## src/rtl/butterfly_pipe.sv

```systemverilog
// Pipelined radix-2 complex butterfly: out1 = in1 + in2*w, out2 = in1 - in2*w.
// Three register stages share one advance enable so bubbles and beats stall together.
module butterfly_pipe #(
    parameter int DATA_WIDTH = 16,
    parameter int FRAC_BITS  = DATA_WIDTH / 2,
    parameter int TAG_WIDTH  = 5
) (
    input  logic                  clk,
    input  logic                  rst_n,
    input  logic                  in_valid,
    output logic                  in_ready,
    input  logic [DATA_WIDTH-1:0] in1_r,
    input  logic [DATA_WIDTH-1:0] in1_i,
    input  logic [DATA_WIDTH-1:0] in2_r,
    input  logic [DATA_WIDTH-1:0] in2_i,
    input  logic [DATA_WIDTH-1:0] w_r,
    input  logic [DATA_WIDTH-1:0] w_i,
    input  logic                  inv,
    input  logic                  scale,
    input  logic [TAG_WIDTH-1:0]  tag_in,
    output logic                  out_valid,
    input  logic                  out_ready,
    output logic [DATA_WIDTH-1:0] out1_r,
    output logic [DATA_WIDTH-1:0] out1_i,
    output logic [DATA_WIDTH-1:0] out2_r,
    output logic [DATA_WIDTH-1:0] out2_i,
    output logic [TAG_WIDTH-1:0]  tag_out,
    output logic                  ovf,
    input  logic                  clr_ovf
);

    localparam int W  = DATA_WIDTH;
    localparam int PW = 2 * W + 1;
    localparam int SW = 2 * W + 3;

    logic en;
    assign en       = out_ready | ~out_valid;
    assign in_ready = en;

    // Conjugation widens w_i by one bit so negating the most negative value cannot wrap.
    logic [W:0] wi_ext;
    logic [W:0] wi_sel;
    assign wi_ext = {w_i[W-1], w_i};
    assign wi_sel = inv ? -wi_ext : wi_ext;

    logic                 v1;
    logic [W-1:0]         a1_r, a1_i, b1_r, b1_i, w1_r;
    logic [W:0]           w1_i;
    logic                 sc1;
    logic [TAG_WIDTH-1:0] tag1;

    always_ff @(posedge clk) begin
        if (!rst_n) begin
            v1   <= 1'b0;
            a1_r <= '0;
            a1_i <= '0;
            b1_r <= '0;
            b1_i <= '0;
            w1_r <= '0;
            w1_i <= '0;
            sc1  <= 1'b0;
            tag1 <= '0;
        end else if (en) begin
            v1 <= in_valid;
            if (in_valid) begin
                a1_r <= in1_r;
                a1_i <= in1_i;
                b1_r <= in2_r;
                b1_i <= in2_i;
                w1_r <= w_r;
                w1_i <= wi_sel;
                sc1  <= scale;
                tag1 <= tag_in;
            end
        end
    end

    logic signed [PW-1:0] br_x, bi_x, wr_x, wi_x;
    assign br_x = {{(PW-W){b1_r[W-1]}}, b1_r};
    assign bi_x = {{(PW-W){b1_i[W-1]}}, b1_i};
    assign wr_x = {{(PW-W){w1_r[W-1]}}, w1_r};
    assign wi_x = {{(PW-W-1){w1_i[W]}}, w1_i};

    logic                 v2;
    logic signed [PW-1:0] p1, p2, p3, p4;
    logic [W-1:0]         a2_r, a2_i;
    logic                 sc2;
    logic [TAG_WIDTH-1:0] tag2;

    always_ff @(posedge clk) begin
        if (!rst_n) begin
            v2   <= 1'b0;
            p1   <= '0;
            p2   <= '0;
            p3   <= '0;
            p4   <= '0;
            a2_r <= '0;
            a2_i <= '0;
            sc2  <= 1'b0;
            tag2 <= '0;
        end else if (en) begin
            v2   <= v1;
            p1   <= br_x * wr_x;
            p2   <= bi_x * wi_x;
            p3   <= br_x * wi_x;
            p4   <= bi_x * wr_x;
            a2_r <= a1_r;
            a2_i <= a1_i;
            sc2  <= sc1;
            tag2 <= tag1;
        end
    end

    // Round half toward +inf, then clamp; the top bit of the result flags a clamp.
    function automatic logic [W:0] round_sat(input logic signed [SW-1:0] x, input logic sc);
        logic signed [SW-1:0] half;
        logic signed [SW-1:0] t;
        logic signed [SW-1:0] q;
        half = sc ? (SW'(1) << FRAC_BITS) : (SW'(1) << (FRAC_BITS - 1));
        t    = x + half;
        q    = sc ? (t >>> (FRAC_BITS + 1)) : (t >>> FRAC_BITS);
        if (q[SW-1:W-1] == {(SW-W+1){q[SW-1]}})
            return {1'b0, q[W-1:0]};
        else if (q[SW-1])
            return {1'b1, 1'b1, {(W-1){1'b0}}};
        else
            return {1'b1, 1'b0, {(W-1){1'b1}}};
    endfunction

    logic signed [SW-1:0] ar_x, ai_x, p1_x, p2_x, p3_x, p4_x;
    logic signed [SW-1:0] s1r, s1i, s2r, s2i;
    logic [W:0]           r1r, r1i, r2r, r2i;
    logic                 sat_any;

    assign ar_x = {{(SW-W){a2_r[W-1]}}, a2_r} << FRAC_BITS;
    assign ai_x = {{(SW-W){a2_i[W-1]}}, a2_i} << FRAC_BITS;
    assign p1_x = {{(SW-PW){p1[PW-1]}}, p1};
    assign p2_x = {{(SW-PW){p2[PW-1]}}, p2};
    assign p3_x = {{(SW-PW){p3[PW-1]}}, p3};
    assign p4_x = {{(SW-PW){p4[PW-1]}}, p4};

    assign s1r = ar_x + p1_x - p2_x;
    assign s1i = ai_x + p3_x + p4_x;
    assign s2r = ar_x - p1_x + p2_x;
    assign s2i = ai_x - p3_x - p4_x;

    assign r1r     = round_sat(s1r, sc2);
    assign r1i     = round_sat(s1i, sc2);
    assign r2r     = round_sat(s2r, sc2);
    assign r2i     = round_sat(s2i, sc2);
    assign sat_any = r1r[W] | r1i[W] | r2r[W] | r2i[W];

    logic sat3;

    always_ff @(posedge clk) begin
        if (!rst_n) begin
            out_valid <= 1'b0;
            out1_r    <= '0;
            out1_i    <= '0;
            out2_r    <= '0;
            out2_i    <= '0;
            tag_out   <= '0;
            sat3      <= 1'b0;
        end else if (en) begin
            out_valid <= v2;
            out1_r    <= r1r[W-1:0];
            out1_i    <= r1i[W-1:0];
            out2_r    <= r2r[W-1:0];
            out2_i    <= r2i[W-1:0];
            tag_out   <= tag2;
            sat3      <= sat_any;
        end
    end

    // A saturated transfer beats a simultaneous clear.
    always_ff @(posedge clk) begin
        if (!rst_n)
            ovf <= 1'b0;
        else if (out_valid && out_ready && sat3)
            ovf <= 1'b1;
        else if (clr_ovf)
            ovf <= 1'b0;
    end

endmodule

```

## config.mk

```make
export PLATFORM = sky130hd
export DESIGN_NAME = butterfly_pipe
export DESIGN_NICKNAME = d
export VERILOG_FILES = /design/src/rtl/butterfly_pipe.sv
export SDC_FILE = /design/constraint.sdc
export NUM_CORES = 2
export LEC_CHECK = 0
export CAP_MARGIN = 15
export CORE_UTILIZATION = 65
export DETAILED_ROUTE_END_ITERATION = 8
export PLACE_DENSITY = 0.88
export SYNTH_ARGS = -nofsm -noshare
export SYNTH_HDL_FRONTEND = slang
export SYNTH_SLANG_ARGS = --single-unit
export TNS_END_PERCENT = 30
```

## constraint.sdc

```tcl
create_clock -name clk -period 7.3 [get_ports clk]
set_input_delay 1.46 -clock clk [delete_from_list [all_inputs] [get_ports clk]]
set_output_delay 1.46 -clock clk [all_outputs]
set_load 0.01 [all_outputs]
```

==> impl_metrics.yaml <==
timing:
  skew_ns: 0.0305
  fin_ws_ns: 0.197
  timing.final.crit_share_pct: 97.3
  max_freq_mhz: 141
  tightest_slew_ns: 1.05
  tns_ns: 0
  finalMaxSlewViolations: 0
  hold_violations: 0
  holdWs_ns: 0.462
  setup_viol: 0
  max_slew_margin_pct: 29.8
  min_period_ns: 7.10
finish:
  drive_above_1_share_pct: 4.66
  design_area_um2: 70600
  fillers: 7311
  multi_input_area_um2: 51600
  finalNetCount: 9440
  area_delta_synth_final_pct: 8.22
  regArea_um2: 6930
setup_path:
  ff2ff_path_depth: 22
  startpoint_type: "flop"
  arrival_ns: 7.62
  path_class: "reg -> reg"
  r2r_start: "w1_i[6]$_SDFFE_PN0P_"
  cp.required_ns: 7.82
  r2r_end: "p3[32]$_SDFFE_PN0N_"
  cp-endpoint: "p3[32]$_SDFFE_PN0N_"
  r2r_setup_slack_ns: 0.20
  startpoint: "w1_i[6]$_SDFFE_PN0P_"
  endpoint_kind: "flop"
  critPathMaxFanout: 15
clock_tree:
  cts_tree: "yes"
  numClockSinks: 345
  cts_max_level: 2
  clock_latency_ns: 0.65
  cts_hold_buf: 0
  clk_pin_slew_ns: 0.07
  clockBufferDepth: 3
  root_buffer: "clkbuf_16"
  cts-buffers-inserted: 45
logic_synthesis:
  synth_compound_area_share_pct: 11.4
  ys_seq_area_share_pct: 10.6
  synth_top_family_by_area: "adder cells"
  synthTopCellsByCount: "1429 x inv_1, 1184 x fa_1, 1095 x nand2_1"
  synthFlopType: "dfxtp_1"
  synth-xor-area-share_pct: 3.24
  synth.distinct_cells: 94
  synth_simple_gate_area_share_pct: 16.0
  syn_area_um2: 65200
  syn_nets: 9394
  yosysMostFrequentCell: "inv_1"
  async_reset_ff_share_pct: 0
  avgSynthCellArea_um2: 8.70
  synth_top_area_share_pct: 36.3
  synth_edf_count: 0
  ys_ff_latch: 345
  synthAdderAreaFrac_pct: 47.9
  synthMuxAreaShare_pct: 0.397
  yosysTopAreaCell: "fa_1"
  ys.warnings.count: 0
  netlist_top_cells_area: "fa_1 36%, ha_1 12%, dfxtp_1 11%"
  netlist_instances: 7498
pwr:
  combPwrFrac_pct: 72.8
  clockPowerShare_pct: 13.1
  switchingPower_w: 0.00998
  total_power_w: 0.0192
  power_frac_seq_pct: 14.1
  ir_worst_vdd_uv: 267
  intPower_w: 0.00927
  p_leak_nw: 35.6
  swShare_pct: 51.9
  powerDensity_nw_per_um2: 273
hold_path:
  min_path_cells: 2
  worst_hold_path_type: "reg -> reg"
die:
  coreArea_um2: 98900
  die_area_um2: 102000
  initial_core_util_pct: 66.0
  num_rows: 115
  io_pins: 180
  die_height_um: 319
  die_w_um: 319
detailed_routing:
  via_per_inst: 5.96
  highest_layer: "met5"
  wl_met1_um: 71500
  drt_iter0_drc: 4851
  drc: 0
  ant_nets: 0
  wl_met3_um: 20300
  wirelength_um: 191000
  route.vias.total: 52900
  met2_length_um: 86100
  dr.pass1.iters: 6
  routedWlPerCell_um: 21.5
grt:
  grt_max_degree: 190
  antenna_found_initial: 14
  grt_pass1_wl_um: 304000
  grt.total_usage_pct: 38.5
  grt-ovfl-total: 0
  grt_pass1_vias: 55600
placed_design:
  place_area_um2: 68800
  preCtsSetupSlack_ns: 0.130
  numPortBuffers: 179
  place.gp.congestion: 1.02
  detailed_place_hpwl_um: 153000
run_status:
  outcome: "finished clean"
job:
  cap_violations: 0
state kept, by name, summed over array words and instances, names as in the netlist, 16 cells and up:
signal / cells
out1_i: 16
b1_i: 16
p4: 32
w1_r: 16
p1: 32
a1_i: 16
a1_r: 16
a2_i: 16
a2_r: 16
w1_i: 17
out2_r: 16
out1_r: 16
p3: 33
out2_i: 16
b1_r: 16
p2: 33
metal layers:
metal / track usage [%] / vias to the layer above
met3: 9.30 / 649
li1: - / 23400
met4: 21.6 / 12
met1: 48.4 / 26100
met5: 0 / -
met2: 61.1 / 2799
repair_timing:
item,in CTS,in global routing
setup buffers,0,3
setup endpoints to repair,0,23
gates resized for setup,0,27
power groups by stage:
stage                     sequential (W)  clock, W  combinational (W)
after global placement           0.00271         0             0.0132
final                            0.00271   0.00253             0.0140
after CTS                        0.00269   0.00255             0.0136
after detailed placement         0.00273         0             0.0135
after floorplan                  0.00257         0            0.00979
after global routing             0.00273   0.00263             0.0154
through the flow:
step                cells  utilization [%]
global route         8872             71.4
global placement     8781             69.6
finish               8878             71.4
floorplan            7498                -
CTS                  8864             71.3
detailed placement   8781             69.6
worst min-delay path by stage:
| stage | startpoint | slack, ns | to |
|---|---|---|---|
| detailed placement | out2_r[15]$_SDFFE_PN0N_ | 0.45 | out2_r[15]$_SDFFE_PN0N_ |
| global placement | out2_r[15]$_SDFFE_PN0N_ | 0.44 | out2_r[15]$_SDFFE_PN0N_ |
| CTS | out2_r[15]$_SDFFE_PN0N_ | 0.46 | out2_r[15]$_SDFFE_PN0N_ |
| finish | out2_r[15]$_SDFFE_PN0N_ | 0.46 | out2_r[15]$_SDFFE_PN0N_ |
| global route | b1_i[10]$_SDFFE_PN0P_ | 0.49 | b1_i[10]$_SDFFE_PN0P_ |
| floorplan | v2$_SDFFE_PN0N_ | 0.44 | out_valid$_SDFFE_PN0N_ |
cell usage in the layout (no fill, tap or decap), types with 12 or more instances in the layout:
cell             instances
inv_1                 1427
fa_1                  1184
nand2_1               1094
ha_1                   604
and2_1                 574
dfxtp_1                329
a21oi_1                242
nor2_1                 211
o21ai_0                210
clkdlybuf4s50_1        178
a21boi_0               175
buf_4                  172
xnor2_1                135
xor2_1                 106
a21o_1                  92
nand3_1                 59
clkbuf_16               46
nor3_1                  43
o211ai_1                36
nand2b_1                35
o21a_1                  33
nand4_1                 31
o211a_1                 29
and3_1                  28
nor2b_1                 27
a211oi_1                24
a31oi_1                 24
o21bai_1                23
o21ai_1                 20
a311oi_1                20
or3_1                   18
mux2i_1                 18
o31ai_1                 17
buf_12                  16
nor4_1                  15
dfxtp_2                 15
a211o_1                 14
o22ai_1                 13
or2_2                   12
cell type report:
type | instances | area share [%]
Tap cell | 1287 | 2.28
Sequential cell | 345 | 9.82
Inverter | 1430 | 7.61
Timing Repair Buffer | 369 | 4.86
Multi-Input combinational cell | 5353 | 73.1
Clock inverter | 27 | 0.576
Antenna cell | 11 | 0.0390
Clock buffer | 56 | 1.73
cells by family after synthesis:
kind of cell | count (synthesis)
flip-flops | 345
buffers and inverters | 1800
adder cells (fa/ha/maj) | 1788
multiplexers | 25
XOR/XNOR | 241
AO/OA/AOI/OAI | 1102
AND/OR/NAND/NOR | 2197
worst max-delay path, stage by stage (launching register included):
cell and delay, ns:
dfxtp_1 0.62, buf_4 0.35, nand2_1 0.10, fa_1 0.49
inv_1 0.06, fa_1 0.45, fa_1 0.54, fa_1 0.45
fa_1 0.51, inv_1 0.05, fa_1 0.51, inv_1 0.07
ha_1 0.35, a21o_1 0.18, a21o_1 0.17, a21oi_1 0.20
o21ai_0 0.10, a31oi_1 0.24, nor4b_2 0.34, o41ai_1 0.17
a31o_2 0.29, or4_1 0.46, a32o_1 0.25
No activity file was read; power rests on OpenSTA's default activity.
